==> config.mk <==
export PLATFORM = sky130hd
export DESIGN_NAME = audio_tone_gen
export DESIGN_NICKNAME = d
export VERILOG_FILES = /design/src/rtl/audio_tone_gen.sv
export SDC_FILE = /design/constraint.sdc
export NUM_CORES = 1
export LEC_CHECK = 0
export ABC_AREA = 1
export CAP_MARGIN = 20
export CORE_MARGIN = 2
export CORE_UTILIZATION = 50
export CTS_BUF_LIST = sky130_fd_sc_hd__clkbuf_8
export CTS_CLUSTER_SIZE = 8
export DETAILED_ROUTE_END_ITERATION = 8
export PLACE_DENSITY_LB_ADDON = 0.12
export SLEW_MARGIN = 20
export SYNTH_ARGS = -nofsm -noshare
export SYNTH_HDL_FRONTEND = slang
export SYNTH_SLANG_ARGS = --single-unit
export TNS_END_PERCENT = 100
==> constraint.sdc <==
create_clock -name clk -period 4.9 [get_ports clk]
set_input_delay 0.735 -clock clk [delete_from_list [all_inputs] [get_ports clk]]
set_output_delay 0.735 -clock clk [all_outputs]
set_load 0.005 [all_outputs]
==> src/rtl/audio_tone_gen.sv <==
// Square-wave note player with a one-deep note queue and tick-based duration.
// Latency: accepted load in IDLE starts the note next cycle; queued note follows the note end with no gap.
// Backpressure: ready drops while a note is held; a load is taken only when load and ready are both high.
module audio_tone_gen #(
  parameter int CNT_W = 17,
  parameter int DUR_W = 16
) (
  input  logic             clk,
  input  logic             rst_n,
  input  logic [CNT_W-1:0] period_in,
  input  logic [DUR_W-1:0] dur_in,
  input  logic             load,
  output logic             ready,
  input  logic             tick,
  input  logic             stop,
  output logic             dout,
  output logic             busy,
  output logic             note_done
);

  typedef enum logic {IDLE, PLAY} state_t;

  localparam logic [CNT_W-1:0] CNT_ONE = 1;
  localparam logic [DUR_W-1:0] DUR_ONE = 1;

  state_t           state;
  logic [CNT_W-1:0] act_period;
  logic [CNT_W-1:0] cnt;
  logic [DUR_W-1:0] rem;
  logic [CNT_W-1:0] hold_period;
  logic [DUR_W-1:0] hold_dur;
  logic             hold_valid;
  logic             accept;
  logic             note_end;

  // A load transfers only while the hold slot is free.
  assign accept = load & ready;

  // A zero-length note ends at once; otherwise the tick that exhausts rem ends it.
  assign note_end = (state == PLAY) && ((rem == '0) || (tick && (rem == DUR_ONE)));

  assign busy = (state == PLAY);

  // Note sequencing, tone phase counter, duration countdown and hold slot.
  always_ff @(posedge clk) begin
    if (!rst_n) begin
      state       <= IDLE;
      dout        <= 1'b0;
      note_done   <= 1'b0;
      ready       <= 1'b1;
      hold_valid  <= 1'b0;
      cnt         <= '0;
      rem         <= '0;
      act_period  <= '0;
      hold_period <= '0;
      hold_dur    <= '0;
    end else if (stop) begin
      // Abort wins over load and tick; the queued note is dropped as well.
      state      <= IDLE;
      dout       <= 1'b0;
      cnt        <= '0;
      rem        <= '0;
      hold_valid <= 1'b0;
      ready      <= 1'b1;
      note_done  <= (state == PLAY);
    end else begin
      note_done <= 1'b0;
      case (state)
        IDLE: begin
          if (accept) begin
            state      <= PLAY;
            act_period <= period_in;
            rem        <= dur_in;
            cnt        <= '0;
            dout       <= 1'b0;
          end
        end
        PLAY: begin
          if (note_end) begin
            note_done <= 1'b1;
            cnt       <= '0;
            dout      <= 1'b0;
            if (hold_valid) begin
              // Queued note takes over; phase restarts from zero.
              act_period <= hold_period;
              rem        <= hold_dur;
              hold_valid <= 1'b0;
              ready      <= 1'b1;
            end else if (accept) begin
              // Load arriving on the ending cycle chains straight on.
              act_period <= period_in;
              rem        <= dur_in;
            end else begin
              state <= IDLE;
            end
          end else begin
            // Equality compare keeps the counter from ever wrapping.
            if (cnt == act_period) begin
              cnt  <= '0;
              dout <= (act_period == '0) ? 1'b0 : ~dout;
            end else begin
              cnt <= cnt + CNT_ONE;
            end
            if (tick) begin
              rem <= rem - DUR_ONE;
            end
            if (accept) begin
              hold_period <= period_in;
              hold_dur    <= dur_in;
              hold_valid  <= 1'b1;
              ready       <= 1'b0;
            end
          end
        end
        default: state <= IDLE;
      endcase
    end
  end

endmodule

# [Word level (Yosys, flattened, before mapping)]
# Cells that the tools add are included.
# W data, S select, Z words.
[totals] register_bits=88 inputBits=38
[classes] add_sub_neg=2 n_eq_ne=7 muxes=29 bitwise=6 reduce_logical=12
[ops] operator="$mux W17" count=6
[ops] operator="$pmux W17 S2" count=2
[ops] operator="$mux W16" count=4
[ops] operator="$pmux W16 S2" count=1
[ops] operator="$add A17 B1 Y17 const B" count=1
[ops] operator="$eq A17 B17 Y1" count=1
[ops] operator="$logic_not A17 Y1" count=1
[ops] operator="$eq A16 B1 Y1 const B" count=1
[ops] operator="$logic_not A16 Y1" count=1
[ops] operator="$sub A16 B1 Y16 const B" count=1
[ops] operator="$mux W1" count=14
[ops] operator="$reduce_and A2 Y1" count=3
[ops] operator="$not A1 Y1" count=5
[ops] operator="$ne A2 B2 Y1 const B" count=2
[ops] operator="$pmux W1 S2" count=2
[ops] operator="$reduce_and A4 Y1" count=1
[ops] operator="$ne A3 B1 Y1 const B" count=1
[ops] operator="$ne A3 B2 Y1 const B" count=1
[ops] operator="$reduce_and A3 Y1" count=1
[ops] operator="$logic_and A1 B1 Y1" count=2
[ops] operator="$ne A2 B1 Y1 const B" count=1
[ops] operator="$reduce_bool A2 Y1" count=1
[ops] operator="$reduce_or A2 Y1" count=1
[ops] operator="$and A1 B1 Y1" count=1
[ops] operator="$logic_or A1 B1 Y1" count=1

# [Longest topological paths before layout]
# Gate-level depths: netlist of the first run.
[depth] ltp_word=7 ltp_mapped=12 ltp_nobuf=12

# [Least setup slack after synthesis of the first run]
# OpenSTA, ideal clock, no wires.
[synth_path] path_kind="input to register" from="input load" to="register rem[3]" setup_ps=117 arrival_time_ps=1692 slack_ps=3091 path_stages=10 cell_sequence="nand2_1 > buf_2 > clkbuf_1 > nand2_1 > o21ai_0 > o21ai_0 > nand2_1 > nand2_1 > nor2_1 > nor2_1"
[synth_between] elab_chain_len=5
[synth_rtl] element="start: declaration" line="12" text="input logic load,"
[synth_rtl] element="$and A1 B1 Y1 *" line="37" text="assign accept = load & ready;"
[synth_rtl] element="$mux W16 *"
[synth_rtl] element="$mux W16 (2 in series)"
[synth_rtl] element="$pmux W16 S2 *"
[synth_rtl] element="end signal: assignment" line="73" text="rem <= dur_in;"
[synth_rtl] element="end signal: assignment" line="86" text="rem <= hold_dur;"
[synth_rtl] element="end signal: assignment" line="92" text="rem <= dur_in;"
[synth_rtl] element="end: declaration" line="29" text="logic [DUR_W-1:0] rem;"
# Every way passes the cells marked *; elsewhere a longest branch is shown, timed or not.
# A chain may end at the register's enable or synchronous reset.

# [Worst setup path in the final report of the first run]
[layout_path] from="input load" to="register cnt[15]"
[layout_between] elab_chain_len=2
[layout_rtl] element="$and A1 B1 Y1" line="37"
[layout_rtl] element="$ne A2 B2 Y1 (no source line)"
[layout_rtl] element="end signal: assignment" line="102" text="cnt <= cnt + CNT_ONE;"
[layout_rtl] element="end: declaration" line="28" text="logic [CNT_W-1:0] cnt;"
# Every way passes these cells.

==> results of run 1 <==
[cell usage after synthesis (2+ instances only)]
| library cell | instances |
|---|---|
| o21ai_1 | 17 |
| nand3_1 | 13 |
| buf_6 | 2 |
| nand2_1 | 167 |
| clkbuf_1 | 17 |
| nor2_1 | 88 |
| nand4_1 | 10 |
| buf_4 | 4 |
| clkinv_1 | 5 |
| buf_2 | 11 |
| ha_1 | 3 |
| xnor2_1 | 7 |
| a21oi_1 | 68 |
| xor2_1 | 22 |
| nor2_2 | 5 |
| inv_1 | 82 |
| o21ai_0 | 114 |
| nand2_2 | 4 |
| inv_2 | 4 |
| or2_2 | 2 |
| nand3b_1 | 2 |
| dfxtp_1 | 88 |
| o211ai_1 | 9 |
| nor3_1 | 6 |
[logic make-up after synthesis]
| group | after synthesis | share of synthesized area, % |
|---|---|---|
| DFF | 88 | 35.6 |
| adders and majority gates | 3 | 0.759 |
| buffers and inverters | 127 | 10.6 |
| and+or+nand+nor | 303 | 25.9 |
| AOI/OAI and AO/OA | 210 | 21.8 |
| muxes | 1 | 0.202 |
| xor gates and xnor gates | 29 | 5.14 |
[area by class of cell]
class                           instances  area [sq um]
Sequential cell                        88          1760
Multi-Input combinational cell        546          2660
Clock buffer                            9           124
Clock inverter                          7          71.3
Fill cell                             979          4080
Timing Repair Buffer                   48           470
Inverter                               92           348
Tap cell                              133           166
[layout by cell type, fill, tap and decap left out, types with 2 or more instances in the layout]
| cell type | synthesis | layout |
|---|---|---|
| nand2_1 | 167 | 167 |
| o211ai_1 | 9 | 9 |
| clkinv_2 | 0 | 2 |
| clkinvlp_4 | 0 | 3 |
| nand3b_1 | 2 | 2 |
| inv_1 | 82 | 82 |
| a21oi_1 | 68 | 68 |
| inv_2 | 4 | 4 |
| xor2_1 | 22 | 22 |
| clkinv_1 | 5 | 5 |
| nor3_1 | 6 | 6 |
| clkbuf_8 | 0 | 9 |
| o21ai_1 | 17 | 17 |
| o21ai_0 | 114 | 114 |
| xnor2_1 | 7 | 7 |
| nor2_1 | 88 | 88 |
| dfxtp_1 | 88 | 88 |
| or2_2 | 2 | 2 |
| nand4_1 | 10 | 10 |
| ha_1 | 3 | 3 |
| buf_4 | 4 | 6 |
| nor2_2 | 5 | 5 |
| nand3_1 | 13 | 13 |
| clkdlybuf4s50_1 | 0 | 41 |
| nand2_2 | 4 | 4 |
[metal layers]
layer | GRT usage, % | part of all wire (%) | up-vias
met5 | 0 | 0 | -
met4 | 6.98 | 1.7 | 0
met1 | 32.0 | 48 | 2143
met3 | 6.38 | 5.1 | 17
li1 | - | - | 2506
met2 | 40.4 | 45 | 116
[path summary, 6_finish.rpt]
kind              slack (ns)    startpoint  depth (start not counted)        endpoint
setup / recovery        2.14          load                         11         cnt[15]
hold / removal          0.45  hold_dur[15]                          2    hold_dur[15]
setup reg to reg        2.50          busy                          6  act_period[14]
hold reg to reg         0.45  hold_dur[15]                          2    hold_dur[15]
[through the flow]
stage	util [%]	hold WS, ns	total power (W)	setup WS, ns	cell area (sq um)
floorplan	-	0.420	0.00102	3.09	4940
global placement	55.7	0.432	0.00110	1.87	5390
detailed placement	55.7	0.436	0.00111	1.73	5390
CTS	57.7	0.451	0.00163	2.15	5590
global route	57.8	0.465	0.00172	1.96	5600
finish	57.8	0.448	0.00162	2.14	5600
[state kept, by name (all words and copies together) (netlist names)]
| register | cells |
|---|---|
| act_period | 17 |
| cnt | 17 |
| hold_period | 17 |
| hold_dur | 16 |
| rem | 16 |
| busy | 1 |
| dout | 1 |
| hold_valid | 1 |
| note_done | 1 |
| ready | 1 |
[worst max-delay path, delay by kind of cell]
family	cells	cell delay [ns]
buf+inv	3	1.17
xor+xnor	1	0.15
simple gates	7	0.94
[where the power goes]
part	switching (W)	internal [W]
Combinational	0.000197	0.000130
Clock	0.000281	0.000235
Sequential	0.0000290	0.000746
Total	0.000507	0.00111
==> results.cfg, run 1 <==
[outcome]
outcome = completed

[pwr]
powerDensity_nw_per_um2 = 289
p_leak_nw = 2.20
ir_drop_mv = 0.337

[timing]
worst_pin_slew_ns = 0.804
skew_ns = 0.0151
hold_viol_final = 0
slew_viol_final = 0
relSlewSlack_pct = 46.4
period_minus_slack_ns = 2.76
setup_tns_ns = 0
finalSetupViolations = 0
period_share_pct = 56.3
fmax_mhz = 363
grt_setup_unrepaired = false

[global_route]
grt_pass1_wl_mm = 20.3
antenna_found_initial = 0
grt-ovfl-total = 0
grt_pass1_vias = 4344
grt_max_degree = 40
grt_usage_pct = 24.6

[placement]
hpwl_mm = 8.74
gp_congestion = 0.902
dp_cells = 906
portBuffers = 41

[cts]
clock_path_buffers = 2
cts_tree = built
worst_setup_hold_path_clk_slew_ns = 0.09
cts_htree_levels = 3
hold_buffers = 0
ctsRootBufferMaster = clkbuf_8
postCtsSetupRepairBufs = 0
cts_sinks = 88
clk_latency_ns = 0.39
post_cts_resized = 0
cts_made_buffers = 9

[layout]
drive_gt1_share_pct = 5.70
area_growth_pct = 13.3
num-nets-final = 826
layout.cells.non_filler = 923
diodes = 0

[synth]
syn_area_per_cell_sq_um = 6.50
synth-edff-count = 0
synth_top_flop_cell = dfxtp_1
yosysTopAreaCellShare_pct = 35.6
yosys_warnings = 0
synth-seq-cells = 88
yosysTopAreaCell = dfxtp_1
yosysSeqAreaShare_pct = 35.6
synth_area_sq_um = 4940
async_flop_share_pct = 0
synth_cell_types = 35
synth_nets = 802
synth_top_cells_by_area = dfxtp_1 (36%), nand2_1 (13%), o21ai_0 (12%), a21oi_1 (6.9%), nor2_1 (6.7%)
syn_inst = 761

[route]
wl_mm = 12.4
drtAntennaViolNets = 0
num_vias = 4782
drt_iter0_drc = 252
wire_per_inst_microns = 13.5
route.detailed.drc = 0
via_per_inst = 5.18
drtPass1Iterations = 5

[critical_path]
cp.required_ns = 5.17
crit_slowest_cell = clkdlybuf4s50_1
crit_chain = clkdlybuf4s50_1 > nand2_1 > buf_4 > inv_2 > nor2_2 > nor2_2 > nand4_1 > nor2_1 > nand2_1 > xor2_1 > nor2_1
critical_path_class = input port to flop
critPathMaxFanout = 39
start_kind = input port
end_kind = flop
critPathMaxStageDelay_ns = 0.47
cp.arrival_ns = 3.02

[floorplanning]
die_area_sq_um = 10700
start_util_pct = 51.0
die_h_microns = 103
io_pins = 42
rows = 36
core_area_sq_um = 9680
die_width_microns = 103

[run]
drv_cap = 0

[worst_hold_path]
hp-class = flop to flop
Power figures use the tool's default switching activity.
==> run 2, diff against run 1 <==
==> constraint.sdc (replaced) <==
create_clock -name clk -period 2.2 [get_ports clk]
set_input_delay 0.33 -clock clk [delete_from_list [all_inputs] [get_ports clk]]
set_output_delay 0.33 -clock clk [all_outputs]
set_load 0.005 [all_outputs]
==> results.cfg, run 2 (synthesized netlist as in run 1, its figures left out) <==
[placement]
portBuffers = 41
dpl_cell_area_sq_um = 5530
hpwl_mm = 8.97
gp_congestion = 0.981

[critical_path]
end_kind = flop
critical_path_class = flop to flop
start_kind = flop
cp.arrival_ns = 2.21
critPathMaxStageDelay_ns = 0.34
worst-path-stages = 12
cp.required_ns = 2.44
r2r-start = rem[0]
rrSetupSlack_ns = 0.24
crit_slowest_cell = dfxtp_1
critPathMaxFanout = 34
r2r_cells = 12
r2r-end = act_period[7]
critPathBufInv = 3
cp_top_family = simple AND/OR/NAND/NOR gates
cp-startpoint = rem[0]
critical_path.most_common_cell = nand2_1
crit_chain = inv_1 > ha_1 > nand2_2 > nand2_1 > nand3_2 > nand2_4 > inv_4 > nor2_8 > buf_12 > nand2_1 > o21ai_1 > nor2_1

[timing]
finalSetupViolations = 0
relSlewSlack_pct = 67.3
skew_ns = 0.00999
slew_viol_final = 0
period_minus_slack_ns = 1.96
hold_viol_final = 0
fmax_mhz = 509
worst_pin_slew_ns = 0.487
period_share_pct = 89.3
grt_setup_unrepaired = false
setup_tns_ns = 0

[floorplanning]
start_util_pct = 51.0
rows = 36
die_h_microns = 103
die_width_microns = 103
io_pins = 42
die_area_sq_um = 10700
core_area_sq_um = 9680

[layout]
fill_cells = 960
drive_gt1_share_pct = 6.98
final_area_sq_um = 5730
num-nets-final = 838
reg_top3 = act_period (17), cnt (17), hold_period (17)
area_growth_pct = 15.8
final_common_cell = nand2_1
seq_area_sq_um = 1760
diodes = 0
multi_input_area_sq_um = 2660
mostFrequentLayoutCells = nand2_1 (167), o21ai_0 (114), nor2_1 (88), dfxtp_1 (88), inv_1 (83)

[route]
wire_per_inst_microns = 13.2
num_vias = 4986
drt_iter0_drc = 265
drtPass1Iterations = 5
wl_mm = 12.3
route.detailed.drc = 0
via_per_inst = 5.33
drtAntennaViolNets = 0

[pwr]
p_leak_nw = 2.28
ir_drop_mv = 0.392
powerDensity_nw_per_um2 = 630

[cts]
cts_tree = built
cts_sinks = 88
postCtsSetupRepairBufs = 0
cts_htree_levels = 3
clk_latency_ns = 0.36
worst_setup_hold_path_clk_slew_ns = 0.09
clock_path_buffers = 2
cts_made_buffers = 9
hold_buffers = 0
ctsRootBufferMaster = clkbuf_8

[global_route]
grt_max_degree = 39
grt_pass1_wl_mm = 20.7
antenna_found_initial = 0
grt_pass1_vias = 4499
grt_usage_pct = 24.5
grt-ovfl-total = 0

[worst_hold_path]
hold_depth = 2
hp-class = flop to flop
hp-start = hold_period[10]
hold_path_end = hold_period[10]

[outcome]
outcome = completed

[run]
drv_cap = 0
[run 2: stage by stage]
step                      utilization [%]  std cells  power (W)  hold slack, ns  worst slack (ns)
after floorplan                         -        761    0.00227           0.420             0.540
after global placement               57.1        919    0.00248           0.431             0.150
after detailed placement             57.1        919    0.00250           0.435            0.0908
after CTS                            59.1        935    0.00363           0.450             0.158
after global routing                 59.1        935    0.00381           0.463            0.0379
final                                59.1        935    0.00361           0.445             0.236
[run 2: how the worst max path moves through the flow]
| stage | to |
|---|---|
| 4_1_cts | cnt[0] |
| 6_report | act_period[7] |
| 3_3_place_gp | cnt[12] |
| 2_1_floorplan | hold_period[10] |
| 3_5_place_dp | cnt[15] |
| 5_1_grt | hold_dur[3] |
[run 2: cell type report]
type / count / share of cell area, %
Tap cell: 133 / 2.91
Clock inverter: 7 / 1.25
Inverter: 92 / 6.08
Clock buffer: 9 / 2.16
Multi-Input combinational cell: 546 / 46.5
Sequential cell: 88 / 30.8
Timing Repair Buffer: 60 / 10.3
[run 2: tightest hold or removal path, delay by kind of cell (launching register included)]
kind | cells | cell delay, ns
DFF | 1 | 0.31
buffers and inverters | 1 | 0.04
AOI/OAI and AO/OA | 1 | 0.05
[run 2: layer usage]
metal | track usage, % | vias up | part of all wire (%)
li1 | - | 2525 | -
met1 | 32.9 | 2277 | 46
met2 | 40.5 | 168 | 46
met3 | 4.17 | 16 | 6.6
met4 | 7.39 | 0 | 1.4
met5 | 0 | - | 0
[run 2: timing repair]
item | 4_1_cts | 5_1_grt
hold endpoints to repair | 0 | 0
gates resized for setup | 0 | 1
endpoints found under the setup margin | 0 | 7
[run 2: report_power, final]
part	switching (W)	leakage (nW)	internal (W)	total, W
Sequential	0.0000564	0.716	0.00166	0.00172
Clock	0.000605	0.0970	0.000525	0.00113
Combinational	0.000452	1.47	0.000307	0.000759
==> run 3, diff against run 2 <==
--- a/config.mk
+++ b/config.mk
@@ -17,4 +17,3 @@
 export SYNTH_ARGS = -nofsm -noshare
 export SYNTH_HDL_FRONTEND = slang
 export SYNTH_SLANG_ARGS = --single-unit
-export TNS_END_PERCENT = 100
==> results of run 3 <==
No change in the layout: final DEF, timing and power equal those of run 2.
